**src/rtl/xif_offload_tracker.sv**
```systemverilog
// xif_offload_tracker: in-order result tracker for XIF offloads.
// Records commit/kill per ID and returns results in issue order.
module xif_offload_tracker #(
  parameter int unsigned NrIds     = 8,
  parameter int unsigned IdWidth   = $clog2(NrIds),
  parameter int unsigned DataWidth = 64,
  parameter int unsigned CntWidth  = $clog2(NrIds + 1)
) (
  input  logic                 clk_i,
  input  logic                 rst_ni,
  input  logic                 issue_fire_i,
  input  logic [IdWidth-1:0]   issue_id_i,
  output logic                 full_o,
  input  logic                 commit_valid_i,
  input  logic [IdWidth-1:0]   commit_id_i,
  input  logic                 commit_kill_i,
  input  logic                 cop_result_valid_i,
  output logic                 cop_result_ready_o,
  input  logic [IdWidth-1:0]   cop_result_id_i,
  input  logic [DataWidth-1:0] cop_result_data_i,
  input  logic [4:0]           cop_result_rd_i,
  input  logic                 cop_result_we_i,
  input  logic                 cop_result_exc_i,
  input  logic [5:0]           cop_result_exccode_i,
  output logic                 core_result_valid_o,
  input  logic                 core_result_ready_i,
  output logic [IdWidth-1:0]   core_result_id_o,
  output logic [DataWidth-1:0] core_result_data_o,
  output logic [4:0]           core_result_rd_o,
  output logic                 core_result_we_o,
  output logic                 core_result_exc_o,
  output logic [5:0]           core_result_exccode_o,
  output logic [CntWidth-1:0]  outstanding_o,
  output logic                 err_o
);

  typedef enum logic [1:0] {
    S_FREE,
    S_ISSUED,
    S_COMMITTED,
    S_KILLED
  } slot_e;

  slot_e                st_q    [NrIds];
  logic [NrIds-1:0]     res_q;
  logic [DataWidth-1:0] data_q  [NrIds];
  logic [4:0]           rd_q    [NrIds];
  logic [NrIds-1:0]     we_q;
  logic [NrIds-1:0]     exc_q;
  logic [5:0]           ecode_q [NrIds];
  logic [IdWidth-1:0]   fifo_q  [NrIds];
  logic [IdWidth-1:0]   head_q;
  logic [IdWidth-1:0]   tail_q;
  logic [CntWidth-1:0]  cnt_q;
  logic                 err_q;

  logic [IdWidth-1:0] head_id;
  logic nonempty;
  logic head_ok;
  logic head_kill;
  logic pop;
  logic issue_ok;
  logic commit_ok;
  logic res_ok;
  logic res_store;
  logic err_set;

  assign full_o = (cnt_q == CntWidth'(NrIds));

  // Transaction legality and head retire decisions from current state
  always_comb begin
    head_id   = fifo_q[head_q];
    nonempty  = (cnt_q != '0);
    head_ok   = nonempty && (st_q[head_id] == S_COMMITTED)
                && res_q[head_id];
    head_kill = nonempty && (st_q[head_id] == S_KILLED);
    pop       = (head_ok && core_result_ready_i) || head_kill;
    issue_ok  = issue_fire_i && (st_q[issue_id_i] == S_FREE)
                && !full_o;
    commit_ok = commit_valid_i && (st_q[commit_id_i] == S_ISSUED);
    res_ok    = cop_result_valid_i
                && (st_q[cop_result_id_i] != S_FREE)
                && !res_q[cop_result_id_i];
    res_store = res_ok && (st_q[cop_result_id_i] != S_KILLED);
    err_set   = (issue_fire_i && !issue_ok)
                || (commit_valid_i && !commit_ok)
                || (cop_result_valid_i && !res_ok);
  end

  // Per-ID lifecycle state and result-present flags
  always_ff @(posedge clk_i or negedge rst_ni) begin
    if (!rst_ni) begin
      for (int i = 0; i < NrIds; i++) st_q[i] <= S_FREE;
      res_q <= '0;
    end else begin
      for (int i = 0; i < NrIds; i++) begin
        if (pop && head_id == IdWidth'(i)) begin
          st_q[i] <= S_FREE;
        end else if (issue_ok && issue_id_i == IdWidth'(i)) begin
          st_q[i] <= S_ISSUED;
        end else if (commit_ok && commit_id_i == IdWidth'(i)) begin
          st_q[i] <= commit_kill_i ? S_KILLED : S_COMMITTED;
        end
        if (issue_ok && issue_id_i == IdWidth'(i)) begin
          res_q[i] <= 1'b0;
        end else if (res_ok && cop_result_id_i == IdWidth'(i)) begin
          res_q[i] <= 1'b1;
        end
      end
    end
  end

  // Result payload capture; killed slots drop their data
  always_ff @(posedge clk_i or negedge rst_ni) begin
    if (!rst_ni) begin
      for (int i = 0; i < NrIds; i++) begin
        data_q[i]  <= '0;
        rd_q[i]    <= '0;
        ecode_q[i] <= '0;
      end
      we_q  <= '0;
      exc_q <= '0;
    end else if (res_store) begin
      data_q[cop_result_id_i]  <= cop_result_data_i;
      rd_q[cop_result_id_i]    <= cop_result_rd_i;
      we_q[cop_result_id_i]    <= cop_result_we_i;
      exc_q[cop_result_id_i]   <= cop_result_exc_i;
      ecode_q[cop_result_id_i] <= cop_result_exccode_i;
    end
  end

  // Issue-order FIFO, occupancy count and sticky error
  always_ff @(posedge clk_i or negedge rst_ni) begin
    if (!rst_ni) begin
      for (int i = 0; i < NrIds; i++) fifo_q[i] <= '0;
      head_q <= '0;
      tail_q <= '0;
      cnt_q  <= '0;
      err_q  <= 1'b0;
    end else begin
      if (issue_ok) begin
        fifo_q[tail_q] <= issue_id_i;
        tail_q         <= tail_q + IdWidth'(1);
      end
      if (pop) head_q <= head_q + IdWidth'(1);
      cnt_q <= cnt_q + CntWidth'(issue_ok) - CntWidth'(pop);
      if (err_set) err_q <= 1'b1;
    end
  end

  assign cop_result_ready_o    = rst_ni;
  assign core_result_valid_o   = head_ok;
  assign core_result_id_o      = head_ok ? head_id : '0;
  assign core_result_data_o    = head_ok ? data_q[head_id] : '0;
  assign core_result_rd_o      = head_ok ? rd_q[head_id] : '0;
  assign core_result_we_o      = head_ok && we_q[head_id];
  assign core_result_exc_o     = head_ok && exc_q[head_id];
  assign core_result_exccode_o = head_ok ? ecode_q[head_id] : '0;
  assign outstanding_o         = cnt_q;
  assign err_o                 = err_q;

endmodule
```
**config.mk**
```make
export PLATFORM = sky130hd
export DESIGN_NAME = xif_offload_tracker
export DESIGN_NICKNAME = d
export VERILOG_FILES = /design/src/rtl/xif_offload_tracker.sv
export SDC_FILE = /design/constraint.sdc
export NUM_CORES = 1
export LEC_CHECK = 0
export CAP_MARGIN = 0
export CELL_PAD_IN_SITES_DETAIL_PLACEMENT = 1
export CELL_PAD_IN_SITES_GLOBAL_PLACEMENT = 2
export CORE_MARGIN = 2
export CORE_UTILIZATION = 37
export CTS_BUF_LIST = sky130_fd_sc_hd__clkbuf_16
export DETAILED_ROUTE_END_ITERATION = 16
export PLACE_DENSITY = 0.77
export SLEW_MARGIN = 20
export SYNTH_ARGS = -nofsm -noshare
export SYNTH_HDL_FRONTEND = slang
export SYNTH_SLANG_ARGS = --single-unit
```
**constraint.sdc**
```tcl
create_clock -name clk_i -period 3.77 [get_ports clk_i]
set_input_delay 0.754 -clock clk_i [delete_from_list [all_inputs] [get_ports clk_i]]
set_output_delay 0.754 -clock clk_i [all_outputs]
set_load 0.03 [all_outputs]
```
# --- Word level (Yosys, flattened, before mapping) ---
# Cells that the tools add are included.
totals:
  wordCells: 282
  latch_bits: 0
  register_bits: 675
  inputBits: 93
  romBits: 0
  ram_bits: 0
  n_memories: 0
classes:
  n_eq_ne: 33
  n_bitwise: 6
  shifts: 0
  n_addsub: 4
  multipliers: 0
  div_mod_pow: 0
  n_mux: 93
  n_reduce_logical: 81
  n_lt_le_gt_ge: 11
op_table:
  columns: ["op", "n"]
  rows:
  - ["$bwmux 512", 1]
  - ["$mux 64", 4]
  - ["$bmux 64 s3", 1]
  - ["$demux 64 s3", 1]
  - ["$mux 2", 32]
  - ["$logic_and 1x1->1", 50]
  - ["$bwmux 48", 1]
  - ["$eq 3x3->1 const B", 16]
  - ["$bwmux 40", 1]
  - ["$bmux 2 s3", 4]
  - ["$bwmux 24", 1]
  - ["$eq 3x2->1 const B", 8]
  - ["$ge 4x4->1 const B", 6]
  - ["$mux 6", 4]
  - ["$not 3->4", 6]
  - ["$reduce_bool 3->1", 8]
  - ["$mux 1", 22]
  - ["$mux 5", 4]
  - ["$bmux 6 s3", 1]
  - ["$demux 6 s3", 1]
  - ["$reduce_bool 2->1", 9]
  - ["$bwmux 8", 2]
  - ["$bmux 5 s3", 1]
  - ["$demux 5 s3", 1]
  - ["21 further kinds", 43]

# --- Longest topological paths before layout ---
logic_depth:
  word_depth: 15
  mapped_depth: 15
  mapped_depth_nobuf: 12

# --- Worst setup path before layout ---
# Ideal clock, no wire load.
synth_timing:
  kind: "register to output"
  from: "reg head_q[0]"
  to: "out core_result_data_o[0]"
  stages_incl_launch_ff: 12
  slack_ns: 0.040
  required_ns: 3.016
  t_arrival_ns: 2.976
  path_cell_list: "dfrtp_1 > buf_6 > mux2_2 > mux4_2 > buf_6 > mux2i_1 > a32oi_1 > nand4_1 > nand4b_1 > buf_4 > buf_6 > nor2_1"
synth_via:
  elab_chain_len: 12
synth_lines:
  columns: ["element", "line_no", "source"]
  rows:
  - ["start, declared", "52", "logic [IdWidth-1:0] head_q;"]
  - ["start signal, assigned", "145", "if (pop) head_q <= head_q + IdWidth'(1);"]
  - ["$not 3->4 (implied by the code) (*)", "72", "head_id = fifo_q[head_q];"]
  - ["$bmux 3 s3 (*)", "72", null]
  - ["$mux 3 (implied by the code) (*) (2 in series)", "72", null]
  - ["$not 3->4 (implied by the code)", "74, 154", null]
  - ["$bmux 2 s3", "74", "head_ok = nonempty && (st_q[head_id] == S_COMMITTED)"]
  - ["$mux 2 (implied by the code) (2 in series)", "74", null]
  - ["$eq 2x2->1", "74", null]
  - ["$logic_and 1x1->1", "74", null]
  - ["$logic_and 1x1->1", "75", "&& res_q[head_id];"]
  - ["$mux 64 (*)", "154", "assign core_result_data_o = head_ok ? data_q[head_id] : '0;"]
  - ["end, declared", "28", "output logic [DataWidth-1:0] core_result_data_o,"]
# Every way passes the cells marked *; elsewhere a longest branch is shown, timed or not. The select of a mux whose other input is x is not followed.

# --- Worst setup path in the final report ---
layout_timing:
  from: "reg head_q[0]"
  to: "out core_result_data_o[58]"
# The elaborated chain is that of the path after synthesis.

==> PnR_summary.wiki <==
{| class="wikitable"
! Metric !! Value
|-
| Number of remaining DRC errors || 0
|-
| Wire length of the first global-routing pass || about 160 mm
|-
| Synthesized net count || about 3,000
|-
| Instance count along the most critical hold path || 1
|-
| Area taken by flip-flops and latches || ~17,000 sq um
|-
| Netlist area before placement || ~32,000 sq um
|-
| Remaining global-route overflow || 0
|-
| Worst path setup slack after routing || -0.720 ns
|-
| Die footprint || approximately 89,000 sq um
|-
| Clock transition at the registers of the reported paths || 0.05 ns
|-
| Starting density of the core || a little under two fifths
|-
| CTS Buf Count || 80
|-
| Fmax || between 200 and 250 MHz
|-
| Top cells by instance count after synthesis || sky130_fd_sc_hd__dfrtp_1 (675), sky130_fd_sc_hd__nand2_1 (650), sky130_fd_sc_hd__mux2_2 (596), sky130_fd_sc_hd__nand3_1 (158), sky130_fd_sc_hd__clkbuf_1 (105)
|-
| Syn Area/Cell || approximately 11 sq um
|-
| Cell accounting for the most synthesized area || sky130_fd_sc_hd__dfrtp_1
|-
| Top cell type's share of synthesized area || 52.9%
|-
| Wire per inst || 23.1 um
|-
| Final weighted congestion in routability-driven placement || roughly 0.86
|-
| Multi-input logic area || ~15,000 sq um
|-
| Post-DR vias/cell || between 5 and 6
|-
| Data required time of the critical path || 3.02 ns
|-
| Gr usage total || 22.3%
|-
| Post-Route Skew || around 0.02 ns
|-
| Count leader, synth || sky130_fd_sc_hd__dfrtp_1
|-
| Hold slack || roughly 0.48 ns
|-
| Sequential fraction of the synthesis area || between 50% and 60%
|-
| Shortest period the worst path allows || around 4.5 ns
|-
| DRC violation total after the first TritonRoute iteration || around 1,300
|-
| Clock insertion delay at the later pin of the skew report || approximately 0.63 ns
|-
| Number of placement rows || 107
|-
| CTS tree || yes
|-
| Core Box Area || about 85,000 sq um
|-
| Commonest register cell after synthesis || sky130_fd_sc_hd__dfrtp_1
|-
| Number of enable flip-flop cells after synthesis || 0
|-
| Horizontal die dimension || about 300 um
|-
| Worst min path class || flop to flop
|-
| Final std cells w/o fill || approximately 4,300
|-
| Area overhead of the layout relative to synthesis || 25.8%
|-
| Unrepaired setup endpoints after global routing || true
|-
| Worst R2R Path Depth || 15
|-
| Fin. Hold Viols || 0
|-
| Antenna Nets Post-Route || 0
|-
| Synthesized netlist cell count || about 2,800
|-
| Number of antenna violations at the first check in global routing || 8
|-
| Actual slew at the worst max-slew pin || 0.988 ns
|-
| Maximum capacitance violations || 0
|-
| Total setup violations reported at the end of the flow || just over 80
|-
| Worst rel slew slack || between 30% and 40%
|-
| Number of H-tree branching levels || 3
|-
| # port buffers || 180
|-
| HPWL after DPL || ~60 mm
|-
| Result of the run || complete, but fails checks
|-
| Largest cells by area after synthesis || sky130_fd_sc_hd__dfrtp_1 (53%), sky130_fd_sc_hd__mux2_2 (21%), sky130_fd_sc_hd__nand2_1 (7.6%)
|-
| Largest fanout of any net on the critical path || 8
|-
| Share of the cycle needed by the critical path after routing || 119%
|-
| CTS Root Buffer Type || sky130_fd_sc_hd__clkbuf_16
|-
| #FFs+latches synth || approximately 680
|-
| CTS sink count || 675
|-
| Critical path data arrival time || between 3 and 4 ns
|-
| Fill cell instance count of the final layout || slightly below 9,000
|-
| CP Class || flop to output port
|-
| Number of top-level pins || 181
|-
| Total count of max-transition violations in the final report || 0
|-
| Violated checks || negative setup slack
|-
| Cell count after placement || between 4,000 and 5,000
|-
| Nature of the critical path endpoint || output port
|-
| Crit path launch type || flop
|-
| Yosys warnings || 0
|-
| Longest Clk Path Bufs || 3
|-
| Number of nets in the finished design || around 3,200
|-
| Vias in the first global route || around 26,000
|-
| Share of final-layout standard cells stronger than drive strength 1 || a little over a third
|-
| Die boundary height || 298 um
|-
| Library cells used by synthesis || 51
|-
| Number of iterations in the first detailed-routing pass || 5
|-
| Share of flip-flops with an asynchronous set or reset || 100%
|-
| Pin count of the biggest net entering global routing || around 150
|-
| Setup slack of the most critical reg-to-reg path || 0.10 ns
|-
| Detailed-route via count || between 20,000 and 25,000
|-
| Total wire length after detailed routing || around 100 mm
|}
[routing by layer]
metal / wire (um) / part of all wire (%) / GRT usage [%]
met5: 72 / 0.072 / 0
met4: 2280 / 2.3 / 6.47
met3: 3470 / 3.5 / 2.88
met2: 49300 / 49 / 38.4
met1: 44500 / 45 / 29.3
[cell families after synthesis]
group                    synth area share (%)
flip-flops                               52.9
buffers and inverters                    3.54
XOR/XNOR                                0.192
adder cells (fa/ha/maj)                 0.376
multiplexers                             24.2
AO/OA/AOI/OAI                            5.01
AND/OR/NAND/NOR                          13.8
[final timing paths]
kind,from,end
worst max-delay path,head_q[0],core_result_data_o[58]
worst min-delay path,rd_q[38],rd_q[38]
worst max register to register,head_q[0],outstanding_o[1]
worst min register to register,rd_q[38],rd_q[38]
max in group asynchronous,rst_ni,data_q[75]
min in group asynchronous,rst_ni,st_q[6]
[cell type report]
class,count,area share [%]
sequential,675,42.1
multi-input combinational,1941,36.5
timing repair buffer,391,11.2
clock buffer,81,5.05
tap,1144,3.56
clock inverter,66,1.44
inverter,16,0.162
antenna,3,0.0187
[placed cells by master, fill, tap and decap left out, types with 4 or more instances in the layout]
cell,count
sky130_fd_sc_hd__clkbuf_16,86
sky130_fd_sc_hd__mux2i_1,10
sky130_fd_sc_hd__buf_12,55
sky130_fd_sc_hd__xor2_1,4
sky130_fd_sc_hd__nor2_4,54
sky130_fd_sc_hd__nor2_2,17
sky130_fd_sc_hd__nor3_1,10
sky130_fd_sc_hd__and2_1,4
sky130_fd_sc_hd__a32oi_1,6
sky130_fd_sc_hd__a311oi_1,62
sky130_fd_sc_hd__and3_1,76
sky130_fd_sc_hd__a31oi_1,88
sky130_fd_sc_hd__nand2_1,647
sky130_fd_sc_hd__a31oi_2,4
sky130_fd_sc_hd__buf_16,11
sky130_fd_sc_hd__clkinv_1,23
sky130_fd_sc_hd__inv_6,5
sky130_fd_sc_hd__nor2_1,31
sky130_fd_sc_hd__buf_6,68
sky130_fd_sc_hd__mux2_2,591
sky130_fd_sc_hd__nand3_1,157
sky130_fd_sc_hd__inv_1,22
sky130_fd_sc_hd__buf_4,149
sky130_fd_sc_hd__dfrtp_1,674
sky130_fd_sc_hd__mux2_1,51
sky130_fd_sc_hd__clkdlybuf4s50_1,98
sky130_fd_sc_hd__a21oi_1,22
sky130_fd_sc_hd__nor2b_1,5
sky130_fd_sc_hd__nor3b_1,8
sky130_fd_sc_hd__bufinv_16,9
sky130_fd_sc_hd__mux4_2,12
sky130_fd_sc_hd__mux2_4,4
sky130_fd_sc_hd__ha_1,6
sky130_fd_sc_hd__clkinv_2,16
sky130_fd_sc_hd__a311oi_2,15
[state kept, by name (all words and copies together), names as in the netlist]
| name | cells |
|---|---|
| data_q | 512 |
| ecode_q | 48 |
| err_o | 1 |
| exc_q | 8 |
| fifo_q | 24 |
| head_q | 3 |
| outstanding_o | 4 |
| rd_q | 40 |
| res_q | 8 |
| st_q | 16 |
| tail_q | 3 |
| we_q | 8 |
[timing repair]
| item | in CTS | in global routing |
|---|---|---|
| endpoints found under the hold margin | 23 | 0 |
| pin swaps | 24 | 17 |
| setup buffers | 18 | 5 |
| cloned | 5 | 7 |
| gates resized for setup | 124 | 131 |
| endpoints found under the setup margin | 84 | 83 |
| hold buffers | 1 | 0 |
[critical path: stages, from the launching register on]
cell and delay (ns):
sky130_fd_sc_hd__dfrtp_2 0.43, sky130_fd_sc_hd__buf_12 0.14, sky130_fd_sc_hd__mux2_4 0.28, sky130_fd_sc_hd__mux4_4 0.66
sky130_fd_sc_hd__mux2i_1 0.17, sky130_fd_sc_hd__a32oi_1 0.24, sky130_fd_sc_hd__nand4_1 0.17, sky130_fd_sc_hd__nand4b_1 0.28
sky130_fd_sc_hd__buf_6 0.25, sky130_fd_sc_hd__clkbuf_16 0.20, sky130_fd_sc_hd__nor2_1 0.10, sky130_fd_sc_hd__buf_4 0.17
[through the flow]
step	setup slack, ns	instance area [sq um]	setup TNS, ns	util (%)
CTS	-0.709	39500	-53.49	46.3
global route	-0.809	40200	-62.15	47.1
global placement	-0.260	36100	-15.64	42.3
detailed placement	-0.523	36100	-43.19	42.3
floorplan	0.0400	31900	0	-
finish	-0.720	40200	-54.56	47.1
Power is left out: the tool's default activity adds up to more than one toggle a clock period on the data nets, which glitch-free logic cannot reach.
